### src/rtl/fpu_wb_commit.sv
// fpu_wb_commit: result-side end of the FAlu interface.
//   Buffers FAlu results (with IEEE exception flags and PC) in a FIFO, commits
//   them in order to the FP register file write port over valid/ready, owns the
//   architectural FCSR0 (Enables/RM/Flags/Cause) and raises FP exception traps.
//   Optional feature macro FPU_WB_BYPASS_EN: zero-latency bypass of an incoming
//   result straight to the write port when the FIFO is empty.
// Ports:
//   Clk, Rest                  clock, asynchronous active-low reset
//   InValid/InReady            FAlu result handshake
//   InRdAddr/InRdData          destination register and result data
//   InExcFlags/InPc            {V,Z,O,U,I} flags and instruction PC
//   WbValid/WbReady            regfile write handshake
//   WbRdAddr/WbRdData          write address and data (FIFO head)
//   FcsrWrEn/FcsrWrSel/FcsrWrData  movgr2fcsr write port (fcsr0..fcsr3 views)
//   OutFcsr0                   registered FCSR0 to FAlu
//   TrapValid/TrapPc/TrapAck   FP exception trap to commit logic
//   Flush                      synchronous pipeline flush
module fpu_wb_commit #(
  parameter int DEPTH      = 4,
  parameter int WIDTH_FALU = 32,
  parameter int ADDR_W     = 5
) (
  input  logic                    Clk,
  input  logic                    Rest,
  input  logic                    InValid,
  output logic                    InReady,
  input  logic [ADDR_W-1:0]       InRdAddr,
  input  logic [2*WIDTH_FALU-1:0] InRdData,
  input  logic [4:0]              InExcFlags,
  input  logic [31:0]             InPc,
  output logic                    WbValid,
  input  logic                    WbReady,
  output logic [ADDR_W-1:0]       WbRdAddr,
  output logic [2*WIDTH_FALU-1:0] WbRdData,
  input  logic                    FcsrWrEn,
  input  logic [1:0]              FcsrWrSel,
  input  logic [WIDTH_FALU-1:0]   FcsrWrData,
  output logic [WIDTH_FALU-1:0]   OutFcsr0,
  output logic                    TrapValid,
  output logic [31:0]             TrapPc,
  input  logic                    TrapAck,
  input  logic                    Flush
);
  localparam int DATA_W = 2 * WIDTH_FALU;
  localparam int PTR_W  = $clog2(DEPTH);
  localparam int CNT_W  = $clog2(DEPTH + 1);

  typedef enum logic {S_RUN, S_TRAP} state_t;
  state_t state, state_nxt;

  logic [PTR_W-1:0]  head, tail;
  logic [CNT_W-1:0]  count;
  logic [ADDR_W-1:0] mem_addr  [DEPTH];
  logic [DATA_W-1:0] mem_data  [DEPTH];
  logic [4:0]        mem_flags [DEPTH];
  logic [31:0]       mem_pc    [DEPTH];

  logic [4:0] enables, flags, cause;
  logic [1:0] rm;
  logic [31:0] trap_pc;

  logic full, empty, running, use_byp;
  logic [ADDR_W-1:0] cand_addr;
  logic [DATA_W-1:0] cand_data;
  logic [4:0]        cand_flags;
  logic [31:0]       cand_pc;
  logic cand_valid, cand_trap, trap_take, commit, pop, push, fifo_clear;

  // Upper/reserved FCSR write bits have no storage.
  logic unused_fcsr_bits;
  assign unused_fcsr_bits = ^{FcsrWrData[WIDTH_FALU-1:29], FcsrWrData[23:21],
                              FcsrWrData[15:10], FcsrWrData[7:5]};

  assign full  = (count == CNT_W'(DEPTH));
  assign empty = (count == '0);
  // Gating with Rest keeps both handshakes quiet while reset is held.
  assign running = (state == S_RUN) && Rest;

`ifdef FPU_WB_BYPASS_EN
  assign use_byp = empty && running && InValid;
`else
  assign use_byp = 1'b0;
`endif

  // Candidate for commit: FIFO head, or the incoming result when bypassing.
  always_comb begin
    cand_addr  = mem_addr[head];
    cand_data  = mem_data[head];
    cand_flags = mem_flags[head];
    cand_pc    = mem_pc[head];
    if (use_byp) begin
      cand_addr  = InRdAddr;
      cand_data  = InRdData;
      cand_flags = InExcFlags;
      cand_pc    = InPc;
    end
  end

  // An FCSR write or flush hides the head for one cycle so the head is always
  // judged against settled Enables.
  assign cand_valid = running && (!empty || use_byp) && !FcsrWrEn && !Flush;
  assign cand_trap  = |(cand_flags & enables);
  assign trap_take  = cand_valid && cand_trap;
  assign commit     = WbValid && WbReady;
  assign pop        = commit && !use_byp;
  // A bypassed entry that commits never lands in the FIFO.
  assign push       = InValid && InReady && !(use_byp && commit);
  assign fifo_clear = Flush || trap_take;

  // FSM: state register
  always_ff @(posedge Clk or negedge Rest) begin
    if (!Rest) state <= S_RUN;
    else       state <= state_nxt;
  end

  // FSM: next state
  always_comb begin
    state_nxt = state;
    case (state)
      S_RUN:   if (trap_take) state_nxt = S_TRAP;
      S_TRAP:  if (TrapAck)   state_nxt = S_RUN;
      default: state_nxt = S_RUN;
    endcase
  end

  // FSM: outputs. A FIFO-head trap refuses input that cycle because the
  // whole FIFO is discarded; a bypassed trapping entry is consumed instead.
  always_comb begin
    TrapValid = (state == S_TRAP);
    WbValid   = cand_valid && !cand_trap;
    InReady   = running && !Flush && !(trap_take && !use_byp) && (!full || pop);
    WbRdAddr  = '0;
    WbRdData  = '0;
    if (use_byp || !empty) begin
      WbRdAddr = cand_addr;
      WbRdData = cand_data;
    end
  end

  always_ff @(posedge Clk or negedge Rest) begin
    if (!Rest) begin
      head  <= '0;
      tail  <= '0;
      count <= '0;
    end else if (fifo_clear) begin
      head  <= '0;
      tail  <= '0;
      count <= '0;
    end else begin
      if (push) tail <= tail + PTR_W'(1);
      if (pop)  head <= head + PTR_W'(1);
      count <= count + CNT_W'(push) - CNT_W'(pop);
    end
  end

  always_ff @(posedge Clk) begin
    if (push) begin
      mem_addr[tail]  <= InRdAddr;
      mem_data[tail]  <= InRdData;
      mem_flags[tail] <= InExcFlags;
      mem_pc[tail]    <= InPc;
    end
  end

  always_ff @(posedge Clk or negedge Rest) begin
    if (!Rest) begin
      enables <= '0;
      rm      <= '0;
      flags   <= '0;
      cause   <= '0;
      trap_pc <= '0;
    end else begin
      if (FcsrWrEn) begin
        case (FcsrWrSel)
          2'd0: begin
            enables <= FcsrWrData[4:0];
            rm      <= FcsrWrData[9:8];
            flags   <= FcsrWrData[20:16];
            cause   <= FcsrWrData[28:24];
          end
          2'd1: enables <= FcsrWrData[4:0];
          2'd2: begin
            flags <= FcsrWrData[20:16];
            cause <= FcsrWrData[28:24];
          end
          default: rm <= FcsrWrData[9:8];
        endcase
      end else if (commit) begin
        cause <= cand_flags;
        flags <= flags | cand_flags;
      end else if (trap_take) begin
        cause <= cand_flags;
      end
      if (trap_take) trap_pc <= cand_pc;
    end
  end

  assign TrapPc   = trap_pc;
  assign OutFcsr0 = WIDTH_FALU'({3'b0, cause, 3'b0, flags, 6'b0, rm, 3'b0, enables});

endmodule

### config.mk
export PLATFORM = sky130hd
export DESIGN_NAME = fpu_wb_commit
export DESIGN_NICKNAME = d
export VERILOG_FILES = /design/src/rtl/fpu_wb_commit.sv
export SDC_FILE = /design/constraint.sdc
export NUM_CORES = 1
export LEC_CHECK = 0
export CORE_MARGIN = 10
export CORE_UTILIZATION = 58
export CTS_CLUSTER_SIZE = 30
export DETAILED_ROUTE_END_ITERATION = 12
export MAX_ROUTING_LAYER = met4
export PLACE_DENSITY = 0.85
export SLEW_MARGIN = 10
export SYNTH_ARGS = -nofsm -noshare
export SYNTH_HDL_FRONTEND = slang
export SYNTH_SLANG_ARGS = --single-unit
### constraint.sdc
create_clock -name Clk -period 9.2 [get_ports Clk]
set_input_delay 1.84 -clock Clk [delete_from_list [all_inputs] [get_ports Clk]]
set_output_delay 1.84 -clock Clk [all_outputs]
set_load 0.02 [all_outputs]
Yosys cells after proc, flatten, opt, wreduce, memory -nomap -nowiden --
Memories as Yosys holds them, arrays and structs flattened. A register that Yosys moved wholly into a read port is not among the register bits. Cells that the tools add are included.
Word-level totals: bits in registers 25, bits in writable memories 424, input port bits 147, output and inout bits 136, memories 4
Memory list:
- mem_data | words 4, bits a word 64, rd ports 1, clocked after Yosys merged registers in 0, wr ports 1, RTL line 54 | logic [DATA_W-1:0] mem_data [DEPTH];
- mem_pc | words 4, bits a word 32, rd ports 1, clocked after Yosys merged registers in 1, wr ports 1, RTL line 56 | logic [31:0] mem_pc [DEPTH];
- mem_addr | words 4, bits a word 5, rd ports 1, clocked after Yosys merged registers in 0, wr ports 1, RTL line 53 | logic [ADDR_W-1:0] mem_addr [DEPTH];
- mem_flags | words 4, bits a word 5, rd ports 1, clocked after Yosys merged registers in 0, wr ports 1, RTL line 55 | logic [4:0] mem_flags [DEPTH];
Operators by class: $add $sub $neg 4, equality and inequality tests 4, mux-type cells 19, bitwise operators 4, reduce and logical (&&, ||, !) cells 34
Operators with widths (number):
- $mux W64 | 1
- $mux W5 | 8
- $logic_and A1 B1 Y1 | 11
- $mux W2 | 4
- $reduce_and A2 Y1 | 4
- $logic_not A1 Y1 | 7
- $reduce_bool A2 Y1 | 3
- $reduce_or A2 Y1 | 3
- $and A5 B5 Y5 | 1
- $or A5 B5 Y5 | 1
- $reduce_or A5 Y1 | 1
- $add A2 B1 Y2 const B | 2
- $mux W1 | 4
- $add A3 B1 Y3 | 1
- $eq A3 B3 Y1 const B | 1
- $logic_not A3 Y1 | 1
- $mux W3 | 1
- $reduce_bool A3 Y1 | 1
- $sub A3 B1 Y3 | 1
- $eq A2 B1 Y1 const B | 1
- $eq A2 B2 Y1 const B | 1
- $logic_not A2 Y1 | 1
- $logic_or A1 B1 Y1 | 2
- $ne A2 B2 Y1 const B | 1
- other kinds (2) | 3

Longest topological paths before layout --
Gate-level depths: netlist of the first run.
depth in word-level cells 13, gate-level depth with buffers 15, depth with buffers taken out 14

Worst setup path before layout of the first run --
No wires, ideal clock.
path type input-to-reg, from input port Flush, to memory mem_addr[0][0], enable pin, setup time 0.477 ns, arrival 5.246 ns, slack 3.477 ns, stages 5, path through or3b_2 a21oi_1 nand2_1 nor2_1 and2_1
Between the ends: word-level cells in the longest chain between the ends 9
RTL lines:
- start: declaration | RTL line 42 | input logic Flush
- $logic_not A1 Y1 (*) | RTL line 101, 131
- $logic_and A1 B1 Y1 | RTL line 101 | assign cand_valid = running && (!empty || use_byp) && !FcsrWrEn && !Flush;
- $logic_and A1 B1 Y1 (on tied branches) | RTL line 103, 130
- $logic_not A1 Y1 / $logic_and A1 B1 Y1 (equally long branches) | RTL line 131, 104
- $logic_and A1 B1 Y1 / $logic_or A1 B1 Y1 (equally long branches) | RTL line 131 | InReady = running && !Flush && !(trap_take && !use_byp) && (!full || pop);
- $logic_and A1 B1 Y1 (*) | RTL line 131
- $logic_and A1 B1 Y1 (*) | RTL line 107 | assign push = InValid && InReady && !(use_byp && commit);
- $mux W1 (*) | RTL line 157 | if (push) begin
- $mux W1 (not written as such) (*) | RTL line 158 | mem_addr[tail] <= InRdAddr;
- end: declaration | RTL line 53
Every way passes the cells marked *; elsewhere a longest branch is shown, timed or not.

Final worst setup path of the first run --
from input port Rest, to output port InReady
Between the ends: word-level cells in the longest chain between the ends 8
RTL lines:
- start: declaration | RTL line 24 | input logic Rest,
- $logic_and A1 B1 Y1 (*) | RTL line 77 | assign running = (state == S_RUN) && Rest;
- $logic_and A1 B1 Y1 (3 in series) | RTL line 101
- $logic_and A1 B1 Y1 (on tied branches) | RTL line 103, 130
- $logic_not A1 Y1 / $logic_and A1 B1 Y1 (equally long branches) | RTL line 131, 104
- $logic_and A1 B1 Y1 / $logic_or A1 B1 Y1 (equally long branches) | RTL line 131
- $logic_and A1 B1 Y1 (*) | RTL line 131
- end: declaration | RTL line 26 | output logic InReady,
Marks and branches as above.

==> results of run 1 <==
-- worst paths after layout --
| kind | start | to | depth (start not counted) |
|---|---|---|---|
| max reg2reg | head[1] | mem_pc[0][13] | 9 |
| max | Rest | InReady | 7 |
| min | TrapPc[29] | TrapPc[29] | 1 |
| max in group asynchronous | Rest | head[0] | 2 |
| min in group asynchronous | Rest | TrapPc[1] | 2 |
| min reg2reg | TrapPc[29] | TrapPc[29] | 1 |
-- sequential cells by signal, summed over array words and instances (netlist names) --
| signal | cells |
|---|---|
| TrapPc | 32 |
| TrapValid | 1 |
| cause | 5 |
| count | 3 |
| enables | 5 |
| flags | 5 |
| head | 2 |
| mem_addr | 20 |
| mem_data | 256 |
| mem_flags | 20 |
| mem_pc | 128 |
| rm | 2 |
| tail | 2 |
-- area by class of cell --
type	instances	share of cell area, %
tap	402	2.20
clock buffer	65	5.90
antenna	4	0.0438
inverter	13	0.214
sequential	481	62.1
timing repair buffer	263	11.4
multi-input combinational	328	17.5
clock inverter	22	0.658
-- through the flow --
step	cells	util, %
2_1_floorplan	875	-
3_3_place_gp	1487	67.7
3_5_place_dp	1487	67.7
4_1_cts	1574	72.5
5_1_grt	1578	72.5
6_report	1578	72.5
-- logic make-up after synthesis --
logic type	count (synthesis)	share of synthesized area, %
DFF	481	76.8
and+or+nand+nor	117	3.61
buffers and inverters	66	1.85
AOI/OAI and AO/OA	22	0.876
muxes	160	15.9
adders and majority gates	9	0.652
other	1	0.0203
xor gates and xnor gates	5	0.238
-- worst register-to-register path: stages (launching register included) --
cell and delay [ns]:
sky130_fd_sc_hd__dfrtp_4 0.75, sky130_fd_sc_hd__buf_4 0.65, sky130_fd_sc_hd__mux2_2 0.43, sky130_fd_sc_hd__nand3_1 0.08
sky130_fd_sc_hd__o221a_2 0.25, sky130_fd_sc_hd__a21boi_4 0.07, sky130_fd_sc_hd__buf_4 0.31, sky130_fd_sc_hd__nor2_1 0.34
sky130_fd_sc_hd__and2_4 0.88, sky130_fd_sc_hd__buf_4 0.76
-- cells in the mapped netlist, types with 2 or more instances --
cell type                  number
sky130_fd_sc_hd__and2_1         5
sky130_fd_sc_hd__xor2_1         2
sky130_fd_sc_hd__nor3b_1        2
sky130_fd_sc_hd__mux2_2        46
sky130_fd_sc_hd__xnor2_1        3
sky130_fd_sc_hd__buf_4         16
sky130_fd_sc_hd__a21oi_1        2
sky130_fd_sc_hd__buf_6          3
sky130_fd_sc_hd__nand3_1        3
sky130_fd_sc_hd__edfxtp_1     424
sky130_fd_sc_hd__mux2i_1       12
sky130_fd_sc_hd__buf_2          9
sky130_fd_sc_hd__ha_1           8
sky130_fd_sc_hd__nor2b_1       73
sky130_fd_sc_hd__clkbuf_1      24
sky130_fd_sc_hd__o21ai_0       10
sky130_fd_sc_hd__a21oi_2        2
sky130_fd_sc_hd__nor2_1         9
sky130_fd_sc_hd__nand2_1       17
sky130_fd_sc_hd__inv_1         13
sky130_fd_sc_hd__dfrtp_1       57
sky130_fd_sc_hd__nor3_1         3
sky130_fd_sc_hd__mux4_2       102
-- routing by layer --
layer / up-vias / global-route usage (%)
li1: 3965 / -
met2: 319 / 31.6
met4: 0 / 4.07
met1: 4653 / 26.5
met3: 53 / 5.91
met5: - / -
-- power by group through the flow --
stage	combinational, uW	clock (uW)	sequential, uW
2_1_floorplan	160	0	2620
3_3_place_gp	517	0	2550
3_5_place_dp	528	0	2550
4_1_cts	530	1880	2510
5_1_grt	555	1970	2520
6_report	524	1840	2510
==> metrics.csv, run 1 <==
stage,metric,value,unit
status,status,"finished, final reports clean",
placed_design,number of buffers added on ports,252,
global_route,number of antenna violations at the first check in global routing,4,
power_and_ir_drop,Logic pwr share,10.7,%
global_route,GRT overflow,0,
logic_synthesis,number of library cell types mapped by synthesis,39,
logic_synthesis,sequential area share after synthesis,76.8,%
critical_path,category of the most critical setup path,in -> out,
critical_path,Slowest Stage Delay on Critical Path,0.59,ns
floorplanning,height of the die,198,um
power_and_ir_drop,sw power,1070,uW
detailed_routing,violation count after the first detailed-route iteration,608,
global_route,pin count of the biggest net entering global routing,70,
sta,Rel. slew slack,27.2,%
clock_tree,clock tree from TritonCTS,done,
power_and_ir_drop,part of the power in the clock network,37.8,%
layout,most common library cell in the layout ignoring fill and taps,sky130_fd_sc_hd__edfxtp_1,
placed_design,global placer's final weighted congestion,0.817,
critical_path,endpoint required time on the critical path,7.36,ns
detailed_routing,total iterations of the first detailed-routing run,4,
critical_path,"Max stage delay cell, worst path",sky130_fd_sc_hd__buf_4,
critical_path,ordered cell list for the critical path,"buf_2, buf_4, or3b_2, nor3_1, a21boi_4, nor2b_1, clkdlybuf4s50_1",
logic_synthesis,total number of yosys warnings,0,
logic_synthesis,largest cells by area after synthesis,"sky130_fd_sc_hd__edfxtp_1 69%, sky130_fd_sc_hd__mux4_2 12%, sky130_fd_sc_hd__dfrtp_1 7.7%, sky130_fd_sc_hd__mux2_2 2.8%, sky130_fd_sc_hd__nor2b_1 2.5%",
clock_tree,clock tree root driver cell,sky130_fd_sc_hd__clkbuf_16,
floorplanning,Die Outline Area,0.0393,mm^2
placed_design,post-place instance area,0.0213,mm^2
layout,FF+latch area,0.0142,mm^2
sta,clock skew after layout,0.0191,ns
clock_tree,Post-CTS Repair Setup Buffers,0,
sta,total count of hold-check failures in the final report,0,
logic_synthesis,post-synth top area cell,sky130_fd_sc_hd__edfxtp_1,
power_and_ir_drop,Peak VDD IR,0.172,mV
power_and_ir_drop,"sum of internal, switching and leakage power",4870,uW
sta,Hold Worst Slack,0.504,ns
sta,final worst-path setup slack,3.07,ns
sta,unrepaired setup endpoints after global routing,no,
critical_path,combined buffer and inverter count along the critical path,3,
detailed_routing,total DRC errors in the routed layout,0,
clock_tree,clock buffer depth,3,
placed_design,final HPWL from detailed placement,24.2,mm
power_and_ir_drop,part of the total power dissipated in sequential elements,51.5,%
sta,Setup TNS Final,0,ns
sta,final worst-path cycle share,66.6,%
layout,layout overhead on the synthesized area,23.9,%
critical_path,type of destination of the critical path,output port,
logic_synthesis,Post-Syn Area,0.0184,mm^2
sta,Worst Max-Slew Pin Slew,1.09,ns
clock_tree,clock edge transition at the registers on the reported setup and hold paths,0.06,ns
logic_synthesis,Post-Syn Area per Cell,21.4,um^2
sta,number of max-slew violations in the final report,0,
logic_synthesis,ys flop type,sky130_fd_sc_hd__edfxtp_1,
floorplanning,I/O pin cnt,283,
detailed_routing,detailed route wirelength on metal3,3.21,mm
layout,total of fill cells in the finished design,1817,
detailed_routing,detailed-route wire length on metal 1,15.7,mm
layout,fraction of layout instances using a drive strength above 1,20.5,%
clock_tree,number of buffers created by CTS,48,
sta,Max Clock Freq,163,MHz
logic_synthesis,number of flip-flops and latches in the synthesized netlist,481,
power_and_ir_drop,net switching fraction of the power,22.0,%
detailed_routing,top routing layer in use,met4,
layout,finished layout cell area,0.0228,mm^2
global_route,number of global-route vias before repair,9708,
logic_synthesis,"Async S/R FF share, synth",11.9,%
layout,# nets final,1291,
global_route,total track usage,20.3,%
power_and_ir_drop,static power due to leakage,0.00750,uW
detailed_routing,post-route antenna net violation count,0,
clock_tree,later-pin clock latency in the skew report,0.54,ns
flow_run,max cap viols,0,
floorplanning,FP Rows,65,
min_path,Hold WC Path Type,reg -> reg,
sta,final setup vio count,0,
critical_path,critical path peak fanout,58,
clock_tree,# clock sinks,481,
detailed_routing,Routed met2 length,19.0,mm
clock_tree,H-tree level count,2,
logic_synthesis,number of enable flip-flop cells after synthesis,424,
global_route,first-pass GRT wire length,58.8,mm
layout,area used by multi-input combinational logic,0.00401,mm^2
detailed_routing,routed vias,8990,
logic_synthesis,area fraction of the dominant cell type after synthesis,69.1,%
critical_path,register-to-register path setup slack,4.28,ns
floorplanning,area of the core,0.0315,mm^2
power_and_ir_drop,Internal Dissipation,3800,uW
detailed_routing,average vias per placed instance,5.70,
placed_design,post-placement setup slack,3.04,ns
detailed_routing,mean routed wirelength per cell,24.4,um
clock_tree,count of hold buffers inserted by post-cts repair,0,
logic_synthesis,Cells after Synth,861,
floorplanning,die width,198,um
detailed_routing,WL final,38.6,mm
clock_tree,Resized Gates After CTS,0,
floorplanning,Initial Utilization,58.6,%
critical_path,CP top delay family,buffers and inverters,
critical_path,data arrival time of the critical path,4.29,ns
layout,most frequent cells in the layout,"424 x sky130_fd_sc_hd__edfxtp_1, 251 x sky130_fd_sc_hd__clkdlybuf4s50_1, 102 x sky130_fd_sc_hd__mux4_2",
power_and_ir_drop,PD cells,213,mW/mm^2
sta,clock period minus worst slack,6.13,ns
critical_path,Critical Path Start Type,input pin,
Note: power is estimated with default switching activity, not from simulation.
==> run 2, diff against run 1 <==
CORE_UTILIZATION = 54   (was 58)
PLACE_DENSITY = 0.8   (was 0.85)
clock period = 5.8 ns   (was 9.2 ns; I/O delays follow)
==> metrics.csv, run 2 (same netlist as run 1, synthesis figures left out) <==
stage,metric,value,unit,change
clock_tree,count of hold buffers inserted by post-cts repair,0,,unchanged
sta,unrepaired setup endpoints after global routing,no,,unchanged
detailed_routing,total DRC errors in the routed layout,0,,unchanged
status,status,"finished, final reports clean",,unchanged
sta,number of max-slew violations in the final report,0,,unchanged
clock_tree,clock buffer depth,3,,unchanged
critical_path,data arrival time of the critical path,3.71,ns,was 4.29 ns
power_and_ir_drop,PD cells,338,mW/mm^2,was 213 mW/mm^2
layout,layout overhead on the synthesized area,25.2,%,was 23.9%
sta,final setup vio count,0,,unchanged
global_route,pin count of the biggest net entering global routing,76,,was 70
sta,total count of hold-check failures in the final report,0,,unchanged
floorplanning,area of the core,0.0336,mm^2,was 0.0315 mm^2
clock_tree,clock tree from TritonCTS,done,,unchanged
detailed_routing,violation count after the first detailed-route iteration,521,,was 608
layout,register name with the most flops,mem_data,,unchanged
sta,Worst Max-Slew Pin Slew,0.958,ns,was 1.09 ns
clock_tree,H-tree level count,2,,unchanged
flow_run,max cap viols,0,,unchanged
detailed_routing,mean routed wirelength per cell,24.1,um,was 24.4 um
clock_tree,later-pin clock latency in the skew report,0.54,ns,about the same
power_and_ir_drop,"sum of internal, switching and leakage power",7800,uW,was 4870 uW
sta,Setup TNS Final,0,ns,unchanged
floorplanning,Die Outline Area,0.0419,mm^2,was 0.0393 mm^2
layout,finished layout cell area,0.0231,mm^2,was 0.0228 mm^2
layout,fraction of layout instances using a drive strength above 1,21.2,%,was 20.5%
layout,max reg flops,256,,unchanged
floorplanning,FP Rows,67,,was 65
detailed_routing,WL final,39.5,mm,was 38.6 mm
global_route,number of global-route vias before repair,9907,,was 9708
min_path,Hold WC Path Type,reg -> reg,,unchanged
clock_tree,Post-CTS Repair Setup Buffers,0,,unchanged
placed_design,number of buffers added on ports,252,,unchanged
floorplanning,height of the die,205,um,was 198 um
power_and_ir_drop,Peak VDD IR,0.333,mV,was 0.172 mV
global_route,number of antenna violations at the first check in global routing,8,,was 4
clock_tree,clock edge transition at the registers on the reported setup and hold paths,0.06,ns,about the same
sta,Rel. slew slack,36.1,%,was 27.2%
placed_design,final HPWL from detailed placement,24.8,mm,was 24.2 mm
power_and_ir_drop,static power due to leakage,0.00759,uW,was 0.00750 uW
layout,most common library cell in the layout ignoring fill and taps,sky130_fd_sc_hd__edfxtp_1,,unchanged
placed_design,global placer's final weighted congestion,0.774,,was 0.817
critical_path,Critical Path Start Type,input pin,,unchanged
sta,clock skew after layout,0.0268,ns,was 0.0191 ns
global_route,GRT overflow,0,,unchanged
detailed_routing,total iterations of the first detailed-routing run,4,,unchanged
floorplanning,die width,205,um,was 198 um
sta,clock period minus worst slack,4.87,ns,
sta,final worst-path setup slack,0.927,ns,was 3.07 ns
clock_tree,# clock sinks,481,,unchanged
clock_tree,Resized Gates After CTS,0,,unchanged
layout,# nets final,1301,,was 1291
critical_path,critical path peak fanout,22,,was 58
global_route,first-pass GRT wire length,60.0,mm,was 58.8 mm
critical_path,category of the most critical setup path,in -> out,,unchanged
critical_path,type of destination of the critical path,output port,,unchanged
floorplanning,Initial Utilization,54.8,%,was 58.6%
clock_tree,number of buffers created by CTS,48,,unchanged
layout,most frequent cells in the layout,"424 x sky130_fd_sc_hd__edfxtp_1, 251 x sky130_fd_sc_hd__clkdlybuf4s50_1, 102 x sky130_fd_sc_hd__mux4_2",,unchanged
clock_tree,clock tree root driver cell,sky130_fd_sc_hd__clkbuf_16,,unchanged
sta,final worst-path cycle share,84.0,%,
sta,Max Clock Freq,205,MHz,
detailed_routing,average vias per placed instance,5.59,,was 5.70
critical_path,endpoint required time on the critical path,4.64,ns,was 7.36 ns
detailed_routing,routed vias,9174,,was 8990
placed_design,post-placement setup slack,0.937,ns,was 3.04 ns
detailed_routing,post-route antenna net violation count,0,,unchanged
global_route,total track usage,19.3,%,was 20.3%
placed_design,post-place instance area,0.0215,mm^2,was 0.0213 mm^2
floorplanning,I/O pin cnt,283,,unchanged
==> run 2: power breakdown <==
group	switching, uW	internal [uW]
clock	1200	1790
combinational	417	419
sequential	71.5	3910
==> run 2: path summary, 6_finish.rpt <==
check                         start          to  slack [ns]  cells after the start
max                           Flush     InReady        0.93                      7
min                        flags[4]    flags[4]        0.50                      2
max reg2reg                 head[1]    count[2]        1.75                     15
min reg2reg                flags[4]    flags[4]        0.50                      2
max in group asynchronous      Rest     head[0]        4.39                      2
min in group asynchronous      Rest  TrapPc[23]        0.85                      2
==> run 2: final cells by class <==
type / instances / area (um^2)
multi-input combinational: 328 / 4010
fill: 2150 / 10500
clock inverter: 19 / 191
inverter: 13 / 48.8
sequential: 481 / 14200
antenna: 9 / 22.5
clock buffer: 69 / 1350
tap: 448 / 561
timing repair buffer: 273 / 2740
==> run 2: through the flow <==
stage	utilization, %	std cells	hold WS (ns)
2_1_floorplan	-	875	0.533
3_3_place_gp	64.0	1543	0.484
3_5_place_dp	64.0	1543	0.493
4_1_cts	68.6	1631	0.505
5_1_grt	68.7	1639	0.521
6_report	68.7	1640	0.501
==> run 2: metal layers <==
metal	GRT usage [%]	share of wire, %	vias to the layer above
met5	-	0	-
met4	3.81	1.1	0
li1	-	-	3992
met3	5.47	8.2	36
met1	25.2	42	4780
met2	30.2	49	366
==> run 2: critical path, stage by stage <==
cell and delay [ns]:
sky130_fd_sc_hd__clkdlybuf4s50_1 0.44, sky130_fd_sc_hd__or3b_2 0.47, sky130_fd_sc_hd__nor3_1 0.39, sky130_fd_sc_hd__a21boi_4 0.26, sky130_fd_sc_hd__buf_4 0.33, sky130_fd_sc_hd__nor2b_1 0.11
sky130_fd_sc_hd__clkdlybuf4s50_1 0.55
